[src/rtl/sbox_array.sv]
// sbox_array: a bank of NBOX S-DES-style 4-in / OUT_W-out substitution boxes.
// The lookup tables live in registers and can be rewritten at runtime. Reset
// restores the standard S0 (even boxes) and S1 (odd boxes) contents. The
// result is registered behind a valid/ready handshake: one cycle of latency,
// one word per cycle of throughput, and it holds under backpressure.
//
// Optional build macro SBOX_PARITY_EN: each table entry stores an even-parity
// bit. The tbl_par_flip input inverts the stored parity on a write, for error
// injection. The out_err output flags any looked-up entry whose parity fails.
//
// Ports:
//   clk, rst_n    clock, asynchronous active-low reset
//   in_valid      input word valid
//   in_ready      input word accepted this cycle (!out_valid || out_ready)
//   in_data       4 bits per box; box i uses in_data[4*i+3:4*i]
//   out_valid     output register holds a result
//   out_ready     downstream accepts the result
//   out_data      OUT_W bits per box; box i at out_data[OUT_W*i +: OUT_W]
//   tbl_we        table write strobe
//   tbl_box       box index; an index >= NBOX makes the write a no-op
//   tbl_row       row of the entry to write
//   tbl_col       column of the entry to write
//   tbl_data      value written to the entry
//   tbl_par_flip  (SBOX_PARITY_EN) store inverted parity with this write
//   out_err       (SBOX_PARITY_EN) parity failure, registered with out_data
module sbox_array #(
  parameter int NBOX  = 2,
  parameter int OUT_W = 2,
  localparam int BOX_W = (NBOX > 1) ? $clog2(NBOX) : 1
) (
  input  logic                  clk,
  input  logic                  rst_n,
  input  logic                  in_valid,
  output logic                  in_ready,
  input  logic [4*NBOX-1:0]     in_data,
  output logic                  out_valid,
  input  logic                  out_ready,
  output logic [OUT_W*NBOX-1:0] out_data,
  input  logic                  tbl_we,
  input  logic [BOX_W-1:0]      tbl_box,
  input  logic [1:0]            tbl_row,
  input  logic [1:0]            tbl_col,
`ifdef SBOX_PARITY_EN
  input  logic [OUT_W-1:0]      tbl_data,
  input  logic                  tbl_par_flip,
  output logic                  out_err
`else
  input  logic [OUT_W-1:0]      tbl_data
`endif
);

`ifdef SBOX_PARITY_EN
  localparam int ENT_W = OUT_W + 1;
`else
  localparam int ENT_W = OUT_W;
`endif

  // Default tables, flattened by index {row, col}. Entry k is at bits [2k+1:2k].
  localparam logic [31:0] S0_FLAT = {2'd2, 2'd3, 2'd1, 2'd3,  2'd3, 2'd1, 2'd2, 2'd0,
                                     2'd0, 2'd1, 2'd2, 2'd3,  2'd2, 2'd3, 2'd0, 2'd1};
  localparam logic [31:0] S1_FLAT = {2'd3, 2'd0, 2'd1, 2'd2,  2'd0, 2'd1, 2'd0, 2'd3,
                                     2'd3, 2'd1, 2'd0, 2'd2,  2'd3, 2'd2, 2'd1, 2'd0};

  function automatic logic [ENT_W-1:0] default_word(input int box, input int idx);
    logic [31:0]      flat;
    logic [OUT_W-1:0] d;
    flat = (box % 2 == 0) ? S0_FLAT : S1_FLAT;
    d = '0;
    d[1:0] = flat[2*idx +: 2];
`ifdef SBOX_PARITY_EN
    return {^d, d};
`else
    return d;
`endif
  endfunction

  logic [ENT_W-1:0] tbl [NBOX][16];
  logic [ENT_W-1:0] wr_word;
  logic [3:0]       wr_idx;
  logic             wr_box_ok;

`ifdef SBOX_PARITY_EN
  // The stored bit makes the entry's parity even, unless the write injects an error.
  assign wr_word = {(^tbl_data) ^ tbl_par_flip, tbl_data};
`else
  assign wr_word = tbl_data;
`endif
  assign wr_idx    = {tbl_row, tbl_col};
  assign wr_box_ok = (32'(tbl_box) < NBOX);

  // Entries are indexed {row, col} with row = {b3,b0} and col = {b2,b1}.
  always_ff @(posedge clk or negedge rst_n) begin
    if (!rst_n) begin
      for (int b = 0; b < NBOX; b++)
        for (int e = 0; e < 16; e++)
          tbl[b][e] <= default_word(b, e);
    end else if (tbl_we && wr_box_ok) begin
      for (int b = 0; b < NBOX; b++)
        for (int e = 0; e < 16; e++)
          if (tbl_box == BOX_W'(b) && wr_idx == 4'(e))
            tbl[b][e] <= wr_word;
    end
  end

  // Lookup reads the registered table, so a same-cycle write to the same
  // entry is seen only by the next lookup.
  logic [OUT_W*NBOX-1:0] lk_data;
  logic [3:0]            nib;
  logic [ENT_W-1:0]      ent;
`ifdef SBOX_PARITY_EN
  logic                  lk_err;
`endif

  always_comb begin
    lk_data = '0;
    nib     = '0;
    ent     = '0;
`ifdef SBOX_PARITY_EN
    lk_err  = 1'b0;
`endif
    for (int i = 0; i < NBOX; i++) begin
      nib = in_data[4*i +: 4];
      ent = tbl[i][{nib[3], nib[0], nib[2], nib[1]}];
      lk_data[OUT_W*i +: OUT_W] = ent[OUT_W-1:0];
`ifdef SBOX_PARITY_EN
      lk_err = lk_err | (^ent);
`endif
    end
  end

  assign in_ready = !out_valid || out_ready;

  always_ff @(posedge clk or negedge rst_n) begin
    if (!rst_n) begin
      out_valid <= 1'b0;
      out_data  <= '0;
`ifdef SBOX_PARITY_EN
      out_err   <= 1'b0;
`endif
    end else if (in_valid && in_ready) begin
      out_valid <= 1'b1;
      out_data  <= lk_data;
`ifdef SBOX_PARITY_EN
      out_err   <= lk_err;
`endif
    end else if (out_ready) begin
      out_valid <= 1'b0;
    end
  end

endmodule

[config.mk]
export PLATFORM = sky130hd
export DESIGN_NAME = sbox_array
export DESIGN_NICKNAME = d
export VERILOG_FILES = /design/src/rtl/sbox_array.sv
export SDC_FILE = /design/constraint.sdc
export NUM_CORES = 1
export LEC_CHECK = 0
export ABC_AREA = 1
export CORE_ASPECT_RATIO = 2
export CORE_UTILIZATION = 50
export DETAILED_ROUTE_END_ITERATION = 8
export GPL_TIMING_DRIVEN = 0
export PLACE_DENSITY = 0.68
export SYNTH_ARGS = -nofsm -noshare
export SYNTH_HDL_FRONTEND = slang
export SYNTH_SLANG_ARGS = --single-unit
export TNS_END_PERCENT = 20
[constraint.sdc]
create_clock -name clk -period 2.45 [get_ports clk]
set_input_delay 0.245 -clock clk [delete_from_list [all_inputs] [get_ports clk]]
set_output_delay 0.245 -clock clk [all_outputs]
set_load 0.005 [all_outputs]
## Yosys cells after proc, flatten, opt, wreduce, memory -nomap -nowiden

Cells that the tools add are included.

| word-level totals | value |
|---|---|
| logic and storage cells | 131 |
| output and inout port bits | 6 |
| register bits after elaboration | 69 |
| input bits | 20 |

| cells by class | value |
|---|---|
| $lt $le $gt $ge | 2 |
| equality and inequality tests | 15 |
| reductions and logical operators | 69 |
| bitwise gates (word level) | 3 |
| muxes and demuxes | 8 |

Operators with widths:

| cell | number |
|---|---|
| AND reduction 2 bit | 32 |
| logical AND 1 bit | 33 |
| equality test 4 bit (second input constant) | 8 |
| binary-select mux 2 bit (select 4 bit) | 2 |
| equality test 4 x 3 -> 1 bit (second input constant) | 4 |
| greater-or-equal comparator 5 bit (second input constant) | 2 |
| NOT 4 -> 5 bit | 2 |
| equality test 4 x 2 -> 1 bit (second input constant) | 2 |
| two-way mux 2 bit | 4 |
| equality test 4 x 1 -> 1 bit (second input constant) | 1 |
| zero test 4 bit | 1 |
| two-way mux 1 bit | 2 |
| nonzero test 2 bit | 1 |
| zero test 1 bit | 1 |
| logical OR 1 bit | 1 |
| NOT 1 bit | 1 |

## Longest topological paths before layout

Gate-level depths: netlist of the first run.

| depth | value |
|---|---|
| word-level depth | 4 |
| gate-level depth with buffers | 11 |
| depth with buffers taken out | 9 |

## Worst setup path before layout of the first run

OpenSTA, ideal clock, no wires.

| timing | value |
|---|---|
| path kind | input to register |
| from | input port in_data[1] |
| to | register out_data[1] |
| arrival time | 0.907 ns |
| buffers on the path | 2 |
| cell stages on the path | 11 |
| data required time | 2.334 ns |
| setup time | 0.116 ns |
| slack | 1.426 ns |
| cells stage by stage | buf_6 -> inv_8 -> buf_12 -> nand2_2 -> nand3_1 -> nand3_1 -> nand2_1 -> nand2_1 -> nand2_1 -> nand2_1 -> nand2_1 |

| on the way | value |
|---|---|
| cells in the longest elaborated chain, start to end | 4 |

RTL lines:

| item | RTL line | text |
|---|---|---|
| start: declaration | 35 | `input logic [4*NBOX-1:0] in_data,` |
| NOT 4 -> 5 bit (not written as such) | 123 | `ent = tbl[i][{nib[3], nib[0], nib[2], nib[1]}];` |
| binary-select mux 2 bit (select 4 bit) | 123 |  |
| two-way mux 2 bit (not written as such) (2 in series) | 123 |  |
| end signal: assignment | 142 | `out_data <= lk_data;` |
| end: declaration | 38 | `output logic [OUT_W*NBOX-1:0] out_data,` |

No other way between the ends. The select of a mux whose other input is x is not followed.
A chain may end at the register's enable or synchronous reset.

## Final worst setup path of the first run

| timing | value |
|---|---|
| from | input port out_ready |
| to | output port in_ready |

| on the way | value |
|---|---|
| cells in the longest elaborated chain, start to end | 1 |

RTL lines:

| item | RTL line | text |
|---|---|---|
| start: declaration | 37 | `input logic out_ready,` |
| logical OR 1 bit | 131 | `assign in_ready = !out_valid \|\| out_ready;` |
| end: declaration | 34 | `output logic in_ready,` |

No other way between the ends.

==> impl_metrics.json, run 1 <==
{
  "outcome": "completed",
  "syn_to_final_growth_pct": 18.4,
  "numCtsBuffers": 9,
  "r2r_setup_slack_ns": 1.29,
  "die_w_um": 60.5,
  "num_antenna_cells": 0,
  "die_h_um": 119,
  "required_ns": 2.20,
  "dpl-instance-area_um2": 3740,
  "die-area_um2": 7200,
  "end_kind": "primary output",
  "clk_latency_ns": 0.32,
  "setup_viol": 0,
  "rr_worst_depth": 8,
  "start_util_pct": 51.7,
  "critPathMostFrequentCell": "clkdlybuf4s50_1",
  "yosys_warnings": 0,
  "core_um2": 6620,
  "cp.arrival_ns": 1.32,
  "worst_hold_path_type": "in -> async",
  "cellLeakagePower_uw": 0.00180,
  "slew_headroom_pct": 44.1,
  "grt.total_usage_pct": 25.8,
  "yosysSeqAreaShare_pct": 51.7,
  "r2r_end": "out_data[2]$_DFFE_PN0P_",
  "setup_slack_ns": 0.885,
  "cts_resized": 0,
  "synth_top_area_cell": "dfrtp_1",
  "worst-path-max-fanout": 3,
  "ctsHoldBuffers": 0,
  "critPathSlowestCell": "clkdlybuf4s50_1",
  "via_count": 2857,
  "hold_viol": 0,
  "grt_max_degree": 70,
  "gp_congestion": 0.925,
  "avgSynthCellArea_um2": 7.85,
  "cts_root_buf": "clkbuf_16",
  "drive_gt1_share_pct": 17.1,
  "skew_ns": 0.00519,
  "hpwl_um": 6090,
  "ios": 26,
  "nNetsFinal": 488,
  "clk_pin_slew_ns": 0.05,
  "drv_cap": 0,
  "rr_startpoint": "tbl[4]$_DFFE_PN1P_",
  "fin_area_um2": 4050,
  "rsz0062_at_grt": "no",
  "first_global_vias": 2831,
  "wl_per_cell_um": 14.6,
  "period_share_pct": 63.9,
  "yosysTopAreaCellShare_pct": 26.3,
  "worstPathCellList": "clkdlybuf4s50_1 -> inv_1 -> nand2_1 -> clkdlybuf4s50_1",
  "cts.sinks": 69,
  "drt_wl_total_um": 8190,
  "drtPass1Iterations": 4,
  "antenna_left": 0,
  "syn_nets": 456,
  "cts_setup_buffers": 0,
  "power_density_nw_per_um2": 841,
  "postSynthCellCount": 436,
  "critPathLaunchType": "input pin",
  "cp_slowest_stage_delay_ns": 0.50,
  "ir_worst_vdd_v": 0.000648,
  "synthTopCellsByArea": "dfrtp_1 (26%), dfstp_2 (25%), nand2_1 (21%)",
  "fin_tns_setup_ns": 0,
  "fill_cells": 650,
  "ys_ff_latch": 69,
  "drcViolationCount": 0,
  "cts_max_level": 3,
  "pre_cts_ws_ns": 0.781,
  "antenna_found_initial": 0,
  "grt_pass1_wl_um": 13300,
  "port_buffers": 21,
  "path_class": "in -> out",
  "cts.path.max_buffers": 2,
  "synth_cell_types": 18,
  "worstMarginPinSlew_ns": 0.839,
  "drt_iter0_drc": 129,
  "slew_violations": 0,
  "vias_per_cell": 5.09,
  "finalCriticalPeriod_ns": 1.57,
  "syn-cell-area_um2": 3420,
  "cts_tree": "done",
  "num_rows": 42,
  "grt_overflow": 0,
  "fmax_mhz": 639
}
[stage by stage]
| step | cells | hold WS (ns) | power [uW] | utilization (%) |
|---|---|---|---|---|
| floorplan | 436 | -0.0506 | 1890 | - |
| global placement | 545 | 0.459 | 2070 | 56.5 |
| detailed placement | 545 | 0.400 | 2090 | 56.5 |
| CTS | 561 | 0.0498 | 3440 | 61.2 |
| global route | 561 | 0.0935 | 3590 | 61.2 |
| finish | 561 | 0.0245 | 3410 | 61.2 |
[cell type report]
cell class	instances	area (um2)	share of cell area, %
multi-input cells	333	1420	35.1
repair buffers	21	208	5.13
flip-flops and latches	69	1770	43.6
inverters	18	85.1	2.10
well taps	88	110	2.72
plain buffers	16	145	3.58
clock buffers	13	270	6.67
clock inverters	3	42.5	1.05
[routing by layer]
metal	share of wire (%)	wire, um	track usage (%)
met1	39	3230	28.2
met2	56	4550	43.4
met3	1.7	143	4.67
met4	3.2	259	16.5
met5	0	0	0
[cell families (layout without fill, tap and decap cells)]
family          count (synthesis)  count (layout)  share of synthesized area [%]
buf+inv                        34              71                           6.73
compound gates                 64              64                           9.36
simple gates                  269             269                           32.2
flops                          69              69                           51.7
[state kept, by name, indices dropped and copies added (netlist names)]
signal / cells
tbl: 64
out_data: 4
out_valid: 1
[worst max path at each step]
stage	slack, ns	start	endpoint
2_1_floorplan	1.43	in_data[1]	out_data[1]$_DFFE_PN0P_
3_3_place_gp	-1.11	rst_n	tbl[21]$_DFFE_PN0P_
3_5_place_dp	0.78	tbl_we	tbl[60]$_DFFE_PN0P_
4_1_cts	0.88	out_ready	in_ready
5_1_grt	0.84	out_ready	in_ready
6_report	0.88	out_ready	in_ready
[layout by cell type, fill, tap and decap left out]
cell type	synthesis	layout
nand2_1	192	192
o21ai_1	64	64
nand3_1	48	48
dfrtp_1	36	36
dfstp_2	33	33
clkdlybuf4s50_1	0	20
nor2_1	16	16
nand2_2	12	12
inv_1	9	9
clkbuf_16	0	9
clkbuf_1	6	7
buf_6	5	5
inv_2	5	5
clkbuf_8	1	4
clkinv_2	2	3
inv_8	2	2
buf_12	2	2
buf_4	1	2
nor2_2	1	1
buf_2	1	1
bufinv_16	0	1
clkinvlp_4	0	1
[Yosys cell counts]
| cell type | n |
|---|---|
| clkbuf_1 | 6 |
| nand2_1 | 192 |
| buf_6 | 5 |
| nor2_2 | 1 |
| buf_2 | 1 |
| buf_4 | 1 |
| nor2_1 | 16 |
| inv_1 | 9 |
| clkinv_2 | 2 |
| clkbuf_8 | 1 |
| nand3_1 | 48 |
| o21ai_1 | 64 |
| dfrtp_1 | 36 |
| inv_2 | 5 |
| nand2_2 | 12 |
| buf_12 | 2 |
| inv_8 | 2 |
| dfstp_2 | 33 |
[report_power, final]
group | total, uW | switching, uW | leakage (uW) | internal [uW]
registers | 1540 | 121 | 0.000810 | 1420
clock network | 1330 | 460 | 0.000152 | 869
logic | 534 | 300 | 0.000840 | 234
total | 3410 | 880 | 0.00180 | 2530
[critical path, delay by kind of cell]
| family | cells | cell delay [ns] |
|---|---|---|
| simple gates | 1 | 0.08 |
| buf+inv | 3 | 1.00 |
Power figures use the tool's default switching activity.
==> inputs of run 2 (changes only) <==
clock period = 1.46 ns   (was 2.45 ns; I/O delays follow)
==> run 2 against run 1 <==
Net effect: cell count is 0.18% higher; combinational power is 68% higher; register-to-register slack worse by 0.99 ns; critical path type is now reg -> out; critical endpoint is now out_data[0]; largest cell class unchanged.
==> impl_metrics.json, run 2 (synthesis gave the netlist of run 1 again) <==
{
  "cp.arrival_ns": 1.19,
  "nNetsFinal": 489,
  "slew_violations": 0,
  "outcome": "completed",
  "hpwl_um": 6090,
  "fin_tns_setup_ns": 0,
  "drive_gt1_share_pct": 17.1,
  "r2r_setup_slack_ns": 0.30,
  "numCtsBuffers": 9,
  "period_share_pct": 91.6,
  "ios": 26,
  "clk_pin_slew_ns": 0.05,
  "p_sw_share_pct": 25.9,
  "rr_worst_depth": 8,
  "cts_root_buf": "clkbuf_16",
  "drtPass1Iterations": 5,
  "path_class": "reg -> out",
  "drv_cap": 0,
  "layout_commonest_cell": "nand2_1",
  "grt.total_usage_pct": 25.8,
  "num_rows": 42,
  "die_h_um": 119,
  "via_count": 2883,
  "m1WireLength_um": 3280,
  "r2r_end": "out_data[2]$_DFFE_PN0P_",
  "cts_tree": "done",
  "antenna_found_initial": 0,
  "required_ns": 1.31,
  "critPathLaunchType": "flop",
  "wl_met2_um": 4490,
  "port_buffers": 21,
  "cts.sinks": 69,
  "slew_headroom_pct": 42.9,
  "top_regs": "tbl: 64 flops, out_data: 4 flops, out_valid: 1 flops",
  "start_util_pct": 51.7,
  "rr_startpoint": "tbl[4]$_DFFE_PN1P_",
  "power_uw": 5720,
  "worst_hold_path_type": "in -> reg",
  "drt_wl_total_um": 8240,
  "p_switching_uw": 1480,
  "end_kind": "primary output",
  "wl_met3_um": 132,
  "rsz0062_at_grt": "no",
  "topRoutingLayerUsed": "met4",
  "die-area_um2": 7200,
  "die_w_um": 60.5,
  "drcViolationCount": 0,
  "setup_slack_ns": 0.123,
  "largest_reg_flops": 64,
  "antenna_left": 0,
  "critPathSlowestCell": "clkdlybuf4s50_1",
  "combPwrFrac_pct": 15.7,
  "syn_to_final_growth_pct": 18.7,
  "cellLeakagePower_uw": 0.00181,
  "cts_max_level": 3,
  "cts_setup_buffers": 0,
  "hold_end": "out_data[0]$_DFFE_PN0P_",
  "wl_per_cell_um": 14.7,
  "power_density_nw_per_um2": 1410,
  "grt_pass1_wl_um": 13300,
  "grt_max_degree": 70,
  "most-common-layout-cells": "nand2_1 (192), o21ai_1 (64), nand3_1 (48), dfrtp_1 (36), dfstp_2 (33)",
  "grt_overflow": 0,
  "regMostFlops": "tbl",
  "vias_per_cell": 5.13,
  "first_global_vias": 2834,
  "worst-path-max-fanout": 2,
  "hold_depth": 8,
  "worstMarginPinSlew_ns": 0.856,
  "finalCriticalPeriod_ns": 1.34,
  "pre_cts_ws_ns": -0.110,
  "pwr-share-clk_pct": 39.0,
  "hold_viol": 0,
  "num_antenna_cells": 0,
  "clk_latency_ns": 0.33,
  "cts.path.max_buffers": 2,
  "path_delay_family": "buffers and inverters",
  "gp_congestion": 0.925,
  "ir_worst_vdd_v": 0.00110,
  "drt_iter0_drc": 166,
  "skew_ns": 0.00626,
  "internal_power_uw": 4240,
  "whs_ns": 0.363,
  "setup_viol": 0,
  "hp-start": "in_data[2]",
  "core_um2": 6620,
  "cp_num_buf_inv": 1,
  "fmax_mhz": 748,
  "cp_slowest_stage_delay_ns": 0.51,
  "worstPathCellList": "clkdlybuf4s50_1",
  "p_seq_share_pct": 45.3
}
[run 2: cell count changes in the layout (fill, tap and decap cells not counted)]
cell             change
dlygate4sd2_1        +1
clkdlybuf4s50_1      -1
dlygate4sd3_1        +1
[run 2: worst register-to-register path, stage by stage, from the launching register on]
cell,delay (ns)
dfstp_2,0.52
nand2_1,0.05
nand3_1,0.12
nand3_1,0.09
nand2_1,0.08
nand2_1,0.05
nand2_1,0.08
nand2_1,0.05
nand2_1,0.05
[run 2: worst max-delay path by stage]
stage	startpoint	endpoint	slack, ns	cells after the start
final	out_data[0]$_DFFE_PN0P_	out_data[0]	0.12	1
after global routing	out_data[2]$_DFFE_PN0P_	out_data[2]	0.08	1
after CTS	out_data[0]$_DFFE_PN0P_	out_data[0]	0.11	1
after detailed placement	tbl_we	tbl[60]$_DFFE_PN0P_	-0.11	7
after global placement	rst_n	tbl[21]$_DFFE_PN0P_	-2.00	1
after floorplan	tbl[36]$_DFFE_PN1P_	out_data[0]$_DFFE_PN0P_	0.48	8
[run 2: area by class of cell]
type	count	area, um2
buffer	16	145
clock inverter	3	42.5
inverter	18	85.1
clock buffer	13	270
timing repair buffer	22	216
tap	88	110
multi-input combinational	333	1420
fill	648	2560
sequential	69	1770
[run 2: layer usage]
| metal | vias to the layer above | global-route usage (%) |
|---|---|---|
| li1 | 1476 | - |
| met2 | 35 | 43.5 |
| met1 | 1354 | 28.2 |
| met5 | - | 0 |
| met4 | 0 | 16.5 |
| met3 | 18 | 4.67 |
[run 2: through the flow]
step	utilization (%)	std cells	area, um2
after floorplan	-	436	3420
after global placement	56.5	545	3740
after detailed placement	56.5	545	3740
after CTS	61.3	562	4060
after global routing	61.3	562	4060
final	61.3	562	4060
[run 2: timing repair]
item                                   CTS  global route
hold buffers                             1             0
setup endpoints to repair                1             0
endpoints found under the hold margin   36             0
gates resized for setup                  1             0
[run 2: power groups by stage]
| stage | Combinational [uW] | Sequential (uW) | Clock [uW] |
|---|---|---|---|
| 6_report | 899 | 2590 | 2230 |
| 5_1_grt | 1020 | 2630 | 2370 |
| 4_1_cts | 911 | 2590 | 2270 |
| 2_1_floorplan | 613 | 2560 | 0 |
| 3_3_place_gp | 879 | 2600 | 0 |
| 3_5_place_dp | 903 | 2610 | 0 |
